==> config.mk <==
export PLATFORM = sky130hd
export DESIGN_NAME = probe_drop_collector
export DESIGN_NICKNAME = d
export VERILOG_FILES = /design/src/rtl/probe_drop_pkg.sv /design/src/rtl/probe_drop_fifo.sv /design/src/rtl/probe_drop_collector.sv
export SDC_FILE = /design/constraint.sdc
export NUM_CORES = 1
export LEC_CHECK = 0
export ABC_CLOCK_PERIOD_IN_PS = 4420
export CORE_AREA = 2 2 157 159
export DETAILED_ROUTE_END_ITERATION = 7
export DIE_AREA = 0 0 159 161
export PLACE_DENSITY = 0.76
export SYNTH_ARGS = -nofsm -noshare
export SYNTH_HDL_FRONTEND = slang
export SYNTH_SLANG_ARGS = --single-unit
==> constraint.sdc <==
create_clock -name CLK -period 4.42 [get_ports CLK]
set_input_delay 0.663 -clock CLK [delete_from_list [all_inputs] [get_ports CLK]]
set_output_delay 0.663 -clock CLK [all_outputs]
set_load 0.01 [all_outputs]
==> src/rtl/probe_drop_pkg.sv <==
// Shared types and helpers for the RX drop probe collector.
package probe_drop_pkg;

  localparam int MAX_REGIONS = 8;
  localparam int PCNT_W      = 4;

  // Per-word buffered record; regions above REGIONS stay zero.
  typedef struct packed {
    logic [MAX_REGIONS-1:0] eof;
    logic [MAX_REGIONS-1:0] drop;
  } word_t;

  typedef enum logic {IDLE = 1'b0, EMIT = 1'b1} state_e;

  function automatic int region_w(input int regions);
    return (regions > 1) ? $clog2(regions) : 1;
  endfunction

  function automatic logic [PCNT_W-1:0] popcount(input logic [MAX_REGIONS-1:0] v);
    logic [PCNT_W-1:0] n;
    n = '0;
    for (int i = 0; i < MAX_REGIONS; i++) n = n + PCNT_W'(v[i]);
    return n;
  endfunction

endpackage

==> src/rtl/probe_drop_fifo.sv <==
// Register-based FIFO; a write while full is accepted when a pop happens in the same cycle.
module probe_drop_fifo #(
  parameter int WIDTH = 16,
  parameter int DEPTH = 16
) (
  input  logic             clk,
  input  logic             rst,
  input  logic             wr_i,
  input  logic [WIDTH-1:0] wdata_i,
  input  logic             rd_i,
  output logic [WIDTH-1:0] rdata_o,
  output logic             full_o,
  output logic             empty_o
);

  localparam int AW = (DEPTH > 1) ? $clog2(DEPTH) : 1;

  logic [WIDTH-1:0] mem_q [DEPTH];
  logic [AW-1:0]    wptr_q, rptr_q;
  logic [AW:0]      cnt_q;
  logic             do_wr, do_rd;

  assign empty_o = (cnt_q == '0);
  assign full_o  = (cnt_q == (AW+1)'(DEPTH));
  assign do_rd   = rd_i & ~empty_o;
  assign do_wr   = wr_i & (~full_o | do_rd);
  assign rdata_o = mem_q[rptr_q];

  always_ff @(posedge clk) begin
    if (do_wr) mem_q[wptr_q] <= wdata_i;
  end

  always_ff @(posedge clk or posedge rst) begin
    if (rst) begin
      wptr_q <= '0;
      rptr_q <= '0;
      cnt_q  <= '0;
    end else begin
      if (do_wr) wptr_q <= wptr_q + AW'(1);
      if (do_rd) rptr_q <= rptr_q + AW'(1);
      case ({do_wr, do_rd})
        2'b10:   cnt_q <= cnt_q + (AW+1)'(1);
        2'b01:   cnt_q <= cnt_q - (AW+1)'(1);
        default: cnt_q <= cnt_q;
      endcase
    end
  end

endmodule

==> src/rtl/probe_drop_collector.sv <==
// Consumes RX drop probe words: saturating pass/drop/lost counters plus an
// in-order per-frame event stream with valid/ready handshake.
module probe_drop_collector
  import probe_drop_pkg::*;
#(
  parameter  int REGIONS    = 4,
  parameter  int FIFO_DEPTH = 16,
  parameter  int CNT_WIDTH  = 32,
  localparam int IW         = region_w(REGIONS)
) (
  input  logic                 CLK,
  input  logic                 RESET,
  input  logic                 PROBE_VLD,
  input  logic [2*REGIONS-1:0] PROBE_DATA,
  input  logic                 CNT_CLR,
  output logic [IW-1:0]        EV_REGION,
  output logic                 EV_DROP,
  output logic                 EV_SRC_RDY,
  input  logic                 EV_DST_RDY,
  output logic [CNT_WIDTH-1:0] CNT_PASS,
  output logic [CNT_WIDTH-1:0] CNT_DROP,
  output logic [CNT_WIDTH-1:0] CNT_LOST,
  output logic                 OVF
);

  logic [MAX_REGIONS-1:0] eof_q, drp_q;
  logic [CNT_WIDTH-1:0]   pass_q, pass_d, drop_q, drop_d, lost_q, lost_d;
  logic                   ovf_q, ovf_d;
  logic                   cand, lost, pop, full, empty, fifo_wr;
  word_t                  wr_word, rd_word;
  state_e                 state_q;
  logic [MAX_REGIONS-1:0] mask_q, dmask_q, low;
  logic                   last, accept;

  function automatic logic [CNT_WIDTH-1:0] sat_add(input logic [CNT_WIDTH-1:0] base,
                                                   input logic [PCNT_W-1:0]    inc);
    logic [CNT_WIDTH:0] s;
    s = {1'b0, base} + (CNT_WIDTH+1)'(inc);
    return s[CNT_WIDTH] ? '1 : s[CNT_WIDTH-1:0];
  endfunction

  // Input stage: valid folded into the masks, drop qualified by eof.
  always_ff @(posedge CLK or posedge RESET) begin
    if (RESET) begin
      eof_q <= '0;
      drp_q <= '0;
    end else begin
      eof_q <= PROBE_VLD ? MAX_REGIONS'(PROBE_DATA[2*REGIONS-1:REGIONS]) : '0;
      drp_q <= PROBE_VLD ? MAX_REGIONS'(PROBE_DATA[REGIONS-1:0] &
                                        PROBE_DATA[2*REGIONS-1:REGIONS]) : '0;
    end
  end

  assign cand         = |eof_q;
  assign wr_word.eof  = eof_q;
  assign wr_word.drop = drp_q;
  assign fifo_wr      = cand & (~full | pop);
  assign lost         = cand & full & ~pop;

  // Clear loads this cycle's increment so nothing seen at the clear edge is lost.
  always_comb begin
    pass_d = sat_add(CNT_CLR ? '0 : pass_q, popcount(eof_q & ~drp_q));
    drop_d = sat_add(CNT_CLR ? '0 : drop_q, popcount(drp_q));
    lost_d = sat_add(CNT_CLR ? '0 : lost_q, PCNT_W'(lost));
    ovf_d  = lost | (ovf_q & ~CNT_CLR);
  end

  always_ff @(posedge CLK or posedge RESET) begin
    if (RESET) begin
      pass_q <= '0;
      drop_q <= '0;
      lost_q <= '0;
      ovf_q  <= 1'b0;
    end else begin
      pass_q <= pass_d;
      drop_q <= drop_d;
      lost_q <= lost_d;
      ovf_q  <= ovf_d;
    end
  end

  assign CNT_PASS = pass_q;
  assign CNT_DROP = drop_q;
  assign CNT_LOST = lost_q;
  assign OVF      = ovf_q;

  probe_drop_fifo #(
    .WIDTH ($bits(word_t)),
    .DEPTH (FIFO_DEPTH)
  ) u_fifo (
    .clk     (CLK),
    .rst     (RESET),
    .wr_i    (fifo_wr),
    .wdata_i (wr_word),
    .rd_i    (pop),
    .rdata_o (rd_word),
    .full_o  (full),
    .empty_o (empty)
  );

  // Serializer: lowest pending region first; reload on the last accept to avoid bubbles.
  assign low    = mask_q & (~mask_q + MAX_REGIONS'(1));
  assign last   = ((mask_q & ~low) == '0);
  assign accept = (state_q == EMIT) & EV_DST_RDY;
  assign pop    = ~empty & ((state_q == IDLE) | (accept & last));

  always_ff @(posedge CLK or posedge RESET) begin
    if (RESET) begin
      state_q <= IDLE;
      mask_q  <= '0;
      dmask_q <= '0;
    end else if (pop) begin
      state_q <= EMIT;
      mask_q  <= rd_word.eof;
      dmask_q <= rd_word.drop;
    end else if (accept) begin
      mask_q <= mask_q & ~low;
      if (last) state_q <= IDLE;
    end
  end

  always_comb begin
    EV_REGION = '0;
    for (int r = 0; r < REGIONS; r++) begin
      if (low[r]) EV_REGION = IW'(r);
    end
  end

  assign EV_SRC_RDY = (state_q == EMIT);
  assign EV_DROP    = |(dmask_q & low);

endmodule
==> impl_metrics.py <==
metrics = {
    "logic_synthesis": {
        "synth_area_um2": 12200,
        "synth.distinct_cells": 75,
        "synth_seq_area_share_pct": 58.4,
        "syn_area_per_cell_um2": 13.0,
        "synth-edff-count": 128,
        "synth_largest_area_cell": "edfxtp_1",
        "async_flop_share_pct": 50.6,
        "yosys_most_used_dff": "dfrtp_1",
        "yosys-top-cells-count": "dfrtp_1 (131), edfxtp_1 (128), nand2_1 (90)",
        "netlist_instances": 939,
        "yosysMostFrequentCell": "dfrtp_1",
        "syn_nets": 972,
        "ys_warn_count": 0,
        "synth_area_leaders": "edfxtp_1 (31%), dfrtp_1 (27%), mux4_2 (7.4%), xnor2_1 (3.9%), nand2_1 (2.8%)",
        "yosys_register_bits": 259,
        "synth_top_area_share_pct": 31.5,
    },
    "sta": {
        "max_freq_mhz": 257,
        "final.setup.tns_ns": 0,
        "slew_headroom_pct": 32.1,
        "final_hold_viol_count": 0,
        "skew_ns": 0.0231,
        "min_period_ns": 3.89,
        "final_max_slew_viol_count": 0,
        "post-route-period-util_pct": 87.9,
        "tightestPinTransition_ns": 1.02,
        "setup_violations": 0,
        "finalWorstSetupSlack_ns": 0.534,
        "rsz0062_at_grt": "no",
    },
    "critical_path": {
        "path_class": "reg2reg",
        "timing.rr.end": "CNT_PASS[26]$_DFF_PP0_",
        "timing.reg2reg.setup_slack_ns": 0.53,
        "worstPathArrival_ns": 4.33,
        "r2r_start": "drp_q[0]$_DFF_PP0_",
        "setup.worst_path.end_class": "flop",
        "cp-start-kind": "flop",
        "reg2regPathDepth": 11,
        "cp_max_fo": 25,
        "required_ns": 4.87,
    },
    "power": {
        "ir_drop_uv": 310,
        "total_power_w": 0.00706,
        "power.static_leakage_nw": 5.65,
        "power_density_nw_per_um2": 485,
    },
    "worst_hold_path": {
        "hold_class": "reg2reg",
        "whs_path_depth": 1,
        "min_to": "dmask_q[0]$_DFFE_PP0P_",
        "hp-start": "dmask_q[0]$_DFFE_PP0P_",
    },
    "global_route": {
        "antenna_found_initial": 1,
        "grt_max_degree": 111,
        "track_usage_pct": 21.8,
        "grt_pass1_wl_um": 45000,
        "grt.overflow.total": 0,
        "grt_pass1_vias": 8204,
    },
    "cts": {
        "post_cts_buffers": 0,
        "hold_buffers": 0,
        "htreeDepth": 1,
        "cts_root_buf": "clkbuf_16",
        "cts_tree": "done",
        "clk_pin_slew_ns": 0.06,
        "cts_buffers": 28,
        "insertion_delay_ns": 0.55,
        "cts.sinks": 259,
        "post_cts_resized": 0,
        "cts_max_path_buffers": 3,
    },
    "final_layout": {
        "nFillCells": 1870,
        "drive_above_1_share_pct": 12.4,
        "syn_to_final_growth_pct": 19.2,
        "finalNonFillerCells": 1399,
        "diodes": 0,
        "fin_nets": 1087,
    },
    "floorplanning": {
        "die_h_um": 161,
        "core_area_um2": 24000,
        "die_x_um": 159,
        "start_util_pct": 50.9,
        "dieArea_um2": 25600,
        "io_pins": 114,
        "num_rows": 57,
    },
    "route": {
        "post_drt_wl_per_cell_um": 19.6,
        "vias": 8002,
        "drtIter0Drc": 738,
        "drc": 0,
        "dr.pass1.iters": 5,
        "routed_wl_um": 27400,
        "vias_per_cell": 5.72,
        "ant_nets": 0,
    },
    "outcome": {
        "status": "finished, final reports clean",
    },
    "placed_design": {
        "portBuffers": 113,
        "detailedPlace.worstSlack_ns": 0.505,
        "place_hpwl_um": 17800,
        "gp_congestion": 0.804,
        "dp.cells": 1348,
    },
    "run": {
        "drv_cap": 0,
    },
}
how the worst max path moves through the flow:
stage / startpoint / to / slack (ns) / depth (start not counted)
6_report: drp_q[0]$_DFF_PP0_ / CNT_PASS[26]$_DFF_PP0_ / 0.53 / 11
5_1_grt: drp_q[0]$_DFF_PP0_ / CNT_PASS[26]$_DFF_PP0_ / 0.19 / 11
4_1_cts: drp_q[0]$_DFF_PP0_ / CNT_PASS[26]$_DFF_PP0_ / 0.53 / 11
3_5_place_dp: EV_DST_RDY / CNT_LOST[28]$_DFF_PP0_ / 0.51 / 11
3_3_place_gp: EV_DST_RDY / CNT_LOST[26]$_DFF_PP0_ / 0.66 / 11
2_1_floorplan: RESET / CNT_DROP[0]$_DFF_PP0_ / 0.26 / 1
logic make-up after synthesis:
kind of cell / synth area share (%)
mux: 8.61
fa+ha+maj: 2.56
xor+xnor: 5.66
buf+inv: 2.88
compound gates: 5.97
flops: 58.4
simple gates: 16.0
report_power, final:
group / leakage [nW] / internal (W) / switching [W]
clock: 0.437 / 0.00136 / 0.000953
sequential: 2.95 / 0.00283 / 0.000302
combinational: 2.27 / 0.000839 / 0.000765
total: 5.65 / 0.00504 / 0.00202
per-stage QoR:
step / area (µm²) / utilization, % / hold WS (ns)
after floorplan: 12200 / - / 0.476
after global placement: 13600 / 56.9 / 0.495
after detailed placement: 13600 / 56.9 / 0.500
after CTS: 14500 / 60.7 / 0.517
after global routing: 14500 / 60.7 / 0.546
final: 14500 / 60.7 / 0.515
placed cells by master (no fill, tap or decap), types with 9 or more instances in the layout:
| cell | netlist | final |
|---|---|---|
| and3_1 | 32 | 32 |
| nand2_1 | 90 | 90 |
| buf_4 | 1 | 18 |
| inv_1 | 30 | 29 |
| nand3_1 | 38 | 38 |
| nand2b_1 | 9 | 9 |
| nor4_1 | 18 | 18 |
| ha_1 | 13 | 13 |
| nor2b_1 | 30 | 30 |
| clkbuf_16 | 0 | 28 |
| dfrtp_1 | 131 | 129 |
| nor2_1 | 29 | 29 |
| and2_1 | 15 | 15 |
| xor2_1 | 22 | 22 |
| o21ai_0 | 52 | 52 |
| clkdlybuf4s50_1 | 0 | 112 |
| nand4_1 | 14 | 14 |
| xnor2_1 | 55 | 55 |
| edfxtp_1 | 128 | 128 |
| nor3_1 | 29 | 29 |
| mux4_2 | 40 | 40 |
registers in the layout (all words and copies together), names as in the netlist, 4 cells and up:
register / cells
mask_q: 8
u_fifo.mem_q: 128
dmask_q: 4
CNT_DROP: 32
eof_q: 4
CNT_LOST: 32
u_fifo.cnt_q: 5
u_fifo.rptr_q: 4
drp_q: 4
u_fifo.wptr_q: 4
CNT_PASS: 32
metal layers:
layer  routed length [µm]  GRT usage [%]  up-vias
met5                   13              0        -
met4                  435           4.50        2
met3                 1910           5.03       35
met2                13400           36.1      235
met1                11700           30.0     4046
li1                     -              -     3684
worst max-delay path: stages (launching register included):
cell and delay [ns]:
dfrtp_1 0.80, nand2b_1 0.22, fa_1 0.42, inv_1 0.09, fa_1 0.19, inv_1 0.06, fa_1 0.40, nor3b_1 0.36
nand4_2 0.37, nor3_4 0.38, nand3_4 0.30, o21ai_0 0.19
layout make-up:
class / instances / area (µm²) / share of cell area (%)
inverters: 30 / 118 / 0.808
multi-input cells: 604 / 4730 / 32.5
repair buffers: 131 / 1260 / 8.67
clock buffers: 37 / 744 / 5.12
clock inverters: 14 / 166 / 1.14
flip-flops and latches: 259 / 7120 / 49.0
well taps: 324 / 405 / 2.79
Note: power is estimated with default switching activity, not from simulation.
